===== src/rtl/m_shift_pipe.sv =====
// m_shift_pipe: parametrised serial/parallel shift register with shift/rotate
// modes, parallel load, and a saturating fill counter. Stage i occupies
// bits [i*WIDTH +: WIDTH] of both w_pdata and w_q.
module m_shift_pipe #(
  parameter int WIDTH = 1,
  parameter int DEPTH = 4,
  parameter int CW    = $clog2(DEPTH + 1)
) (
  input  logic                   w_clk,
  input  logic                   w_rst_n,
  input  logic                   w_en,
  input  logic [1:0]             w_mode,
  input  logic                   w_load,
  input  logic [WIDTH*DEPTH-1:0] w_pdata,
  input  logic [WIDTH-1:0]       w_in,
  output logic [WIDTH-1:0]       w_out,
  output logic [WIDTH*DEPTH-1:0] w_q,
  output logic [CW-1:0]          w_fill,
  output logic                   w_full
);

  localparam int QW = WIDTH * DEPTH;
  localparam logic [CW-1:0] FILL_MAX = CW'(DEPTH);

  typedef enum logic [1:0] {
    MODE_SHR = 2'b00,
    MODE_SHL = 2'b01,
    MODE_ROR = 2'b10,
    MODE_ROL = 2'b11
  } mode_e;

  logic [QW-1:0]    q_r;
  logic [QW-1:0]    q_nxt_s;
  logic [QW-1:0]    q_right_s;
  logic [QW-1:0]    q_left_s;
  logic [CW-1:0]    fill_r;
  logic [CW-1:0]    fill_nxt_s;
  logic [WIDTH-1:0] head_s;     // stage 0
  logic [WIDTH-1:0] tail_s;     // stage DEPTH-1
  logic [WIDTH-1:0] feed_s;     // word entering the vacated end
  logic             is_shift_s; // shift modes advance the fill counter, rotates do not

  assign head_s = q_r[WIDTH-1:0];
  assign tail_s = q_r[QW-1 -: WIDTH];

  // Choose the incoming word: serial input for shifts, the opposite end for rotates
  always_comb begin
    feed_s     = w_in;
    is_shift_s = 1'b1;
    case (w_mode)
      MODE_SHR: begin
        feed_s     = w_in;
        is_shift_s = 1'b1;
      end
      MODE_SHL: begin
        feed_s     = w_in;
        is_shift_s = 1'b1;
      end
      MODE_ROR: begin
        feed_s     = head_s;
        is_shift_s = 1'b0;
      end
      MODE_ROL: begin
        feed_s     = tail_s;
        is_shift_s = 1'b0;
      end
      default: begin
        feed_s     = w_in;
        is_shift_s = 1'b1;
      end
    endcase
  end

  // A single stage has no neighbours: both directions simply take the feed word
  generate
    if (DEPTH == 1) begin : g_single
      assign q_right_s = feed_s;
      assign q_left_s  = feed_s;
    end else begin : g_multi
      assign q_right_s = {feed_s, q_r[QW-1:WIDTH]};
      assign q_left_s  = {q_r[QW-WIDTH-1:0], feed_s};
    end
  endgenerate

  // Next-state selection with priority load > enabled shift/rotate > hold
  always_comb begin
    q_nxt_s    = q_r;
    fill_nxt_s = fill_r;
    if (w_load) begin
      q_nxt_s    = w_pdata;
      fill_nxt_s = FILL_MAX;
    end else if (w_en) begin
      if (w_mode[0]) begin
        q_nxt_s = q_left_s;
      end else begin
        q_nxt_s = q_right_s;
      end
      if (is_shift_s && (fill_r != FILL_MAX)) begin
        fill_nxt_s = fill_r + CW'(1);
      end else begin
        fill_nxt_s = fill_r;
      end
    end else begin
      q_nxt_s    = q_r;
      fill_nxt_s = fill_r;
    end
  end

  // Stage and fill-counter registers, cleared immediately by reset
  always_ff @(posedge w_clk or negedge w_rst_n) begin
    if (!w_rst_n) begin
      q_r    <= '0;
      fill_r <= '0;
    end else begin
      q_r    <= q_nxt_s;
      fill_r <= fill_nxt_s;
    end
  end

  // Serial output taps the end the current direction shifts out of
  assign w_out  = w_mode[0] ? tail_s : head_s;
  assign w_q    = q_r;
  assign w_fill = fill_r;
  assign w_full = (fill_r == FILL_MAX);

endmodule


===== config.mk =====
export PLATFORM = sky130hd
export DESIGN_NAME = m_shift_pipe
export DESIGN_NICKNAME = d
export VERILOG_FILES = /design/src/rtl/m_shift_pipe.sv
export SDC_FILE = /design/constraint.sdc
export NUM_CORES = 1
export LEC_CHECK = 0
export ABC_AREA = 1
export BUFFER_PORTS_ARGS = -buffer_cell sky130_fd_sc_hd__buf_4
export CAP_MARGIN = 20
export CORE_AREA = 2 2 39 41
export CTS_CLUSTER_SIZE = 20
export DETAILED_ROUTE_END_ITERATION = 8
export DIE_AREA = 0 0 41 43
export PLACE_DENSITY_LB_ADDON = 0.08
export SETUP_SLACK_MARGIN = 0.2
export SLEW_MARGIN = 20
export SYNTH_ARGS = -nofsm -noshare
export SYNTH_HDL_FRONTEND = slang
export SYNTH_SLANG_ARGS = --single-unit

===== constraint.sdc =====
create_clock -name w_clk -period 1.1 [get_ports w_clk]
set_clock_uncertainty 0.1 [all_clocks]
set_input_delay 0.22 -clock w_clk [delete_from_list [all_inputs] [get_ports w_clk]]
set_output_delay 0.22 -clock w_clk [all_outputs]
set_load 0.05 [all_outputs]

== Word-level counts from Yosys, hierarchy flattened ==
Cells that the tools add are included.
Word-level totals
  register bits: 7
  input port bits: 11
  output and inout bits: 9
  logic and storage cells: 24
Cells by class
  add/sub/neg operators: 1
  eq/ne operators: 5
  mux-type cells: 9
  reduce and logical (&&, ||, !) cells: 7
Operator list (number)
  $mux 4: 3
  $mux 3: 3
  $eq 2x2->1 const B: 2
  $reduce_bool 2->1: 2
  $reduce_or 2->1: 2
  $add 3x1->3 const B: 1
  $eq 3x3->1 const B: 1
  $ne 3x3->1 const B: 1
  $pmux 1 s3: 1
  $eq 2x1->1 const B: 1
  $logic_not 2->1: 1
  $pmux 1 s2: 1
  $reduce_and 2->1: 1
  $logic_and 1x1->1: 1
  $mux 1: 1

== Depth between registers and ports, before layout ==
Gate-level depths: netlist of the first run.
  depth after elaboration: 7
  gate-level depth with buffers: 8
  gate-level depth less buffers: 8

== Least setup slack after synthesis of the first run ==
No wires, ideal clock.
  kind: flip-flop to output port
  start: register q_r[0] (netlist: w_q[0])
  end: output w_out
  data arrival time: 1475 ps
  data required time: 780 ps
  path slack: -695 ps
  stages on the path, launching flop included: 3
  path buffers: 0
  path through: dfrtp_1 -> inv_1 -> o21ai_1
Between the ends
  cells in the longest elaborated chain, start to end: 1
RTL lines
  start, declared: RTL line 32  | logic [QW-1:0] q_r;
  start signal, assigned: RTL line 115  | q_r <= q_nxt_s;
  $mux 1: RTL line 121  | assign w_out = w_mode[0] ? tail_s : head_s;
  end, declared: RTL line 16  | output logic [WIDTH-1:0] w_out,
Every way passes these cells.

== Final worst setup path of the first run ==
  start: register fill_r[0] (netlist: w_fill[0])
  end: output w_full
Between the ends
  cells in the longest elaborated chain, start to end: 1
RTL lines
  start, declared: RTL line 36  | logic [CW-1:0] fill_r;
  start signal, assigned: RTL line 116  | fill_r <= fill_nxt_s;
  $eq 3x3->1: RTL line 124  | assign w_full = (fill_r == FILL_MAX);
  end, declared: RTL line 19  | output logic w_full
Every way passes these cells.

==> metrics.yaml, run 1 <==
sta:
  setup_violations: 14
  period_needed_ns: 1.44
  maxSlewViolCount: 0
  setup_slack_ns: -0.340
  fin_setup_tns_ns: -1.87
  rsz0062_at_grt: "yes"
  fmax_mhz: 695
  fin_crit_sh: 1.31
  worstMarginPinSlew_ns: 0.160
  relSlewSlack: 0.893
  hold_viol: 0
synth:
  yosys-top-cells-count: "20 x nand2_1, 8 x inv_1, 7 x dfrtp_1"
  syn_area_um2: 459
  synth_cells: 63
  synth_edf_count: 0
  synth_area_leaders: "dfrtp_1 38%, nand2_1 16%, a22oi_1 6.5%"
  yosys.area.top_type: "dfrtp_1"
  ys_warn_count: 0
  synth_cell_type_count: 16
  synth.avg_cell_area_um2: 7.29
  synth_top_cell_area_share: 0.381
  yosys_register_bits: 7
  syn-num-nets: 76
  synth_most_common_cell: "nand2_1"
  synth-seq-area-share: 0.381
  async_reset_ff_frac: 1.00
  synthFlopType: "dfrtp_1"
critical_path:
  worstPathArrival_ns: 1.12
  critPathLaunchType: "flip-flop"
  rr_worst_depth: 6
  required_ns: 0.78
  cp_max_fo: 2
  timing.reg2reg.setup_slack_ns: -0.13
  r2r_start: "w_fill[1]$_DFFE_PN0P_"
  cp-end-kind: "output port"
  critical_path_class: "flip-flop to output port"
  r2r-end: "w_fill[2]$_DFFE_PN0P_"
routing:
  drtAntennaViolNets: 0
  top_layer_used: "met4"
  wl_met1_um: 457
  route.detailed.drc: 0
  drtPass1Iterations: 4
  wl_met2_um: 736
  vias: 565
  wl_met3_um: 74
  first_iter_violations: 10
  vias_per_cell: 4.71
  wl_um: 1280
  wl_per_cell_um: 10.6
hold_path:
  hold_class: "input port to flip-flop"
  holdPathStages: 3
  holdPathEnd: "w_q[3]$_DFFE_PN0P_"
  hp-start: "w_pdata[3]"
layout:
  n_antenna_cell: 0
  final_area_um2: 951
  final_net_count: 118
  area_delta_synth_final_pct: 107
  finish.utilization: 0.687
  drive_gt1_frac: 0.721
floorplanning:
  io_pins: 20
  start_util: 0.332
  rows: 14
  chipWidth_um: 41
  dieArea_um2: 1760
  die_height_um: 43
  core_um2: 1380
clocking:
  numCtsBuffers: 3
  cts_root_buffer: "clkbuf_4"
  clkTransAtPathRegs_ns: 0.06
  cts_tree: "yes"
  cts_sinks: 7
  cts_max_path_buffers: 2
  clk_latency_ns: 0.25
  htree_levels: 1
power_and_ir_drop:
  p_switching_w: 0.000708
  p_sw_frac: 0.433
  power.density_nw_per_um2: 1720
  peakVddDrop_mv: 1.07
  p_clk_frac: 0.142
  sequentialPowerShare: 0.225
  power.leakage_nw: 0.459
  internal_power_w: 0.000927
  comb_power_share: 0.633
  total_power_w: 0.00164
grt:
  grt-ovfl-total: 0
  grt_pass1_wl_um: 2120
  grt_pass1_vias: 549
  grt_max_degree: 10
  grt_util_all_layers: 0.177
  antenna_found_initial: 0
place:
  hpwl_um: 883
  dpl-instance-area_um2: 711
  port_buffers: 19
  gp_congestion: 0.717
outcome:
  violations: "negative setup slack"
  status: "complete, but fails checks"
run:
  cap_violations: 0
[metrics by stage]
step                std cells  setup WS (ns)  hold slack (ns)
floorplan                  63         -0.283           -0.176
detailed placement        102         -0.118          -0.0604
CTS                       117         -0.343            0.106
global route              120         -0.393            0.118
finish                    120         -0.340            0.113
global placement          102         -0.105          -0.0598
[worst max path at each step]
stage,start,slack [ns],depth (start not counted),end
CTS,w_fill[1]$_DFFE_PN0P_,-0.34,5,w_full
finish,w_fill[0]$_DFFE_PN0P_,-0.34,5,w_full
detailed placement,w_fill[1]$_DFFE_PN0P_,-0.12,5,w_full
floorplan,w_fill[0]$_DFFE_PN0P_,-0.28,4,w_full
global placement,w_fill[1]$_DFFE_PN0P_,-0.11,5,w_full
global route,w_fill[0]$_DFFE_PN0P_,-0.39,5,w_full
[final cells by class]
type                    instances  area, um2
well taps                      16       20.0
fillers                       128        433
repair buffers                 38        359
multi-input cells              44        313
clock buffers                   3       22.5
clock inverters                 1       5.00
inverters                      11       47.5
flip-flops and latches          7        184
[placed cells by master (no fill, tap or decap), types with 4 or more instances in the layout]
| master | n |
|---|---|
| buf_4 | 22 |
| buf_6 | 11 |
| buf_8 | 4 |
| dfrtp_2 | 7 |
| inv_2 | 6 |
| nand2_1 | 13 |
| nand2_2 | 6 |
| o21ai_2 | 4 |
[critical path, cell delays in order, from the launching register on]
cell        delay (ns)
dfrtp_2           0.41
inv_2             0.08
ha_4              0.13
nand2_4           0.05
clkinvlp_4        0.07
buf_8             0.13
[power groups by stage]
stage                     Clock, W  Sequential (W)  Combinational, W
after detailed placement         0        0.000387          0.000739
after global routing      0.000262        0.000373           0.00112
after CTS                 0.000246        0.000366          0.000959
final                     0.000232        0.000368           0.00103
after floorplan                  0        0.000560          0.000343
after global placement           0        0.000384          0.000738
[per-layer routing]
metal,vias to the layer above,track usage
li1,287,-
met1,255,0.205
met2,21,0.288
met3,2,0.0366
met4,0,0.0933
met5,-,0
[kinds of logic (layout without fill, tap and decap cells)]
logic type                 count (synthesis)  in the layout  share of synthesized area
and+or+nand+nor                           29             29                      0.275
buffers and inverters                     12             53                      0.101
AOI/OAI and AO/OA                         13             13                      0.188
DFF                                        7              7                      0.381
adders and majority gates                  2              2                     0.0545
[registers in the layout (all words and copies together), names as in the netlist]
name and count:
w_q 4, w_fill 3
[what timing repair did]
action | 4_1_cts | 5_1_grt
pin swaps | 4 | 6
hold buffers | 1 | 0
resized for setup | 16 | 14
setup buffers | 10 | 3
endpoints found under the setup margin | 16 | 16
endpoints found under the hold margin | 7 | 0
Note: power is estimated with default switching activity, not from simulation.
==> run 2, diff against run 1 <==
- BUFFER_PORTS_ARGS: -buffer_cell sky130_fd_sc_hd__buf_4 -> not set
- DONT_BUFFER_PORTS: not set -> 1
- SLEW_MARGIN: 20 -> not set
==> metrics.yaml, run 2 (synthesis gave the netlist of run 1 again) <==
power_and_ir_drop:
  p_clk_frac: 0.149  # was 0.142
  comb_power_share: 0.625  # was 0.633
  power.leakage_nw: 0.393  # was 0.459 nW
  sequentialPowerShare: 0.226  # was 0.225
  power.density_nw_per_um2: 1920  # was 1720 nW/um2
  total_power_w: 0.00163  # was 0.00164 W
  peakVddDrop_mv: 0.845  # was 1.07 mV
  p_switching_w: 0.000708  # about the same
  internal_power_w: 0.000918  # was 0.000927 W
  p_sw_frac: 0.436  # was 0.433
floorplanning:
  die_height_um: 43  # unchanged
  rows: 14  # unchanged
  dieArea_um2: 1760  # unchanged
  core_um2: 1380  # unchanged
  io_pins: 20  # unchanged
  start_util: 0.332  # unchanged
  chipWidth_um: 41  # unchanged
critical_path:
  critical_path_class: "flip-flop to output port"  # unchanged
  required_ns: 0.78  # about the same
  cp_max_fo: 2  # unchanged
  cp-end-kind: "output port"  # unchanged
  rr_worst_depth: 10  # was 6
  r2r_start: "w_fill[0]$_DFFE_PN0P_"  # was w_fill[1]$_DFFE_PN0P_
  critPathLaunchType: "flip-flop"  # unchanged
  r2r-end: "w_fill[2]$_DFFE_PN0P_"  # unchanged
  worstPathArrival_ns: 1.12  # about the same
  timing.reg2reg.setup_slack_ns: -0.28  # was -0.13 ns
sta:
  hold_viol: 0  # unchanged
  fmax_mhz: 693  # was 695 MHz
  worstMarginPinSlew_ns: 0.337  # was 0.160 ns
  maxSlewViolCount: 0  # unchanged
  rsz0062_at_grt: "yes"  # unchanged
  relSlewSlack: 0.775  # was 0.893
  setup_slack_ns: -0.344  # was -0.340 ns
  period_needed_ns: 1.44  # about the same
  setup_violations: 14  # unchanged
  fin_crit_sh: 1.31  # about the same
clocking:
  numCtsBuffers: 3  # unchanged
  cts_max_path_buffers: 2  # unchanged
  clkTransAtPathRegs_ns: 0.06  # about the same
  cts_sinks: 7  # unchanged
  cts_tree: "yes"  # unchanged
  clk_latency_ns: 0.26  # was 0.25 ns
  htree_levels: 1  # unchanged
  cts_root_buffer: "clkbuf_4"  # unchanged
hold_path:
  hp-start: "w_load"  # was w_pdata[3]
  holdPathStages: 2  # was 3
  hold_class: "input port to flip-flop"  # unchanged
  holdPathEnd: "w_q[0]$_DFFE_PN0P_"  # was w_q[3]$_DFFE_PN0P_
place:
  gp_congestion: 0.734  # was 0.717
  hpwl_um: 883  # unchanged
  port_buffers: 0  # was 19
layout:
  finish.utilization: 0.612  # was 0.687
  area_delta_synth_final_pct: 84.5  # was 107%
  fill_cells: 129  # was 128
  final_cell_mix: "13 x nand2_1, 8 x buf_6, 7 x buf_4, 7 x dfrtp_2, 6 x inv_2"  # was 22 x buf_4, 13 x nand2_1, 11 x buf_6
  largest_reg_flops: 4  # unchanged
  final_net_count: 101  # was 118
  final_common_cell: "nand2_1"  # was buf_4
  drive_gt1_frac: 0.644  # was 0.721
  n_antenna_cell: 0  # unchanged
run:
  cap_violations: 0  # unchanged
routing:
  first_iter_violations: 4  # was 10
  vias_per_cell: 5.04  # was 4.71
  route.detailed.drc: 0  # unchanged
  wl_um: 1220  # was 1280 um
  wl_per_cell_um: 11.9  # was 10.6 um
  vias: 519  # was 565
  drtAntennaViolNets: 0  # unchanged
  drtPass1Iterations: 4  # unchanged
grt:
  grt-ovfl-total: 0  # unchanged
  grt_max_degree: 10  # unchanged
  grt_pass1_wl_um: 2040  # was 2120 um
  met3_usage: 0.0995  # was 0.0366
  grt_pass1_vias: 526  # was 549
  grt_util_all_layers: 0.175  # was 0.177
  grt_util_met1: 0.176  # was 0.205
  grt-busiest-layer: "met2"  # unchanged
  grtUsageMet2: 0.284  # was 0.288
  antenna_found_initial: 0  # unchanged
outcome:
  violations: "negative setup slack"  # unchanged
  status: "complete, but fails checks"  # unchanged
## run 2: how the worst max path moves through the flow
| stage | startpoint | to | depth (start not counted) |
|---|---|---|---|
| final | w_fill[0]$_DFFE_PN0P_ | w_full | 4 |
| after global routing | w_fill[0]$_DFFE_PN0P_ | w_full | 4 |
| after CTS | w_fill[0]$_DFFE_PN0P_ | w_full | 4 |
| after detailed placement | w_fill[0]$_DFFE_PN0P_ | w_fill[1]$_DFFE_PN0P_ | 8 |
| after global placement | w_fill[0]$_DFFE_PN0P_ | w_fill[2]$_DFFE_PN0P_ | 8 |
| after floorplan | w_fill[0]$_DFFE_PN0P_ | w_full | 4 |
## run 2: critical path: stages (launching register included)
cell	delay, ns
dfrtp_2	0.36
inv_2	0.05
ha_4	0.15
nand2_4	0.06
clkinvlp_4	0.23
## run 2: area by class of cell
type	instances	area, um2	area share
multi-input combinational	44	327	0.386
sequential	7	184	0.217
tap	16	20.0	0.0236
timing repair buffer	21	243	0.287
inverter	11	47.5	0.0561
clock buffer	4	26.3	0.0310
## run 2: per-stage QoR
step	std cells	setup TNS (ns)	setup slack (ns)	area (um2)	hold WS [ns]
after floorplan	63	-1.22	-0.283	515	-0.176
after global placement	88	-0.411	-0.106	631	-0.175
after detailed placement	88	-0.471	-0.123	631	-0.175
after CTS	101	-2.00	-0.343	773	0.00940
after global routing	103	-2.93	-0.396	847	0.0177
final	103	-2.29	-0.344	847	0.0120
## run 2: per-layer routing
metal | vias to the layer above | part of all wire
met2 | 13 | 0.54
met4 | 0 | 0.018
met1 | 247 | 0.37
met5 | - | 0
li1 | 255 | -
met3 | 4 | 0.067
## run 2: repair_timing
action,4_1_cts,5_1_grt
hold buffers,1,0
endpoints found under the setup margin,16,16
hold endpoints to repair,7,0
gates resized for setup,14,14
pin swaps,2,5
buffers inserted,8,2
## run 2: power by group through the flow
stage                     combinational, W  clock (W)  sequential, W
after floorplan                   0.000343          0       0.000560
after global placement            0.000693          0       0.000388
after detailed placement          0.000708          0       0.000388
after CTS                         0.000901   0.000249       0.000368
after global routing               0.00109   0.000268       0.000374
final                              0.00102   0.000242       0.000368
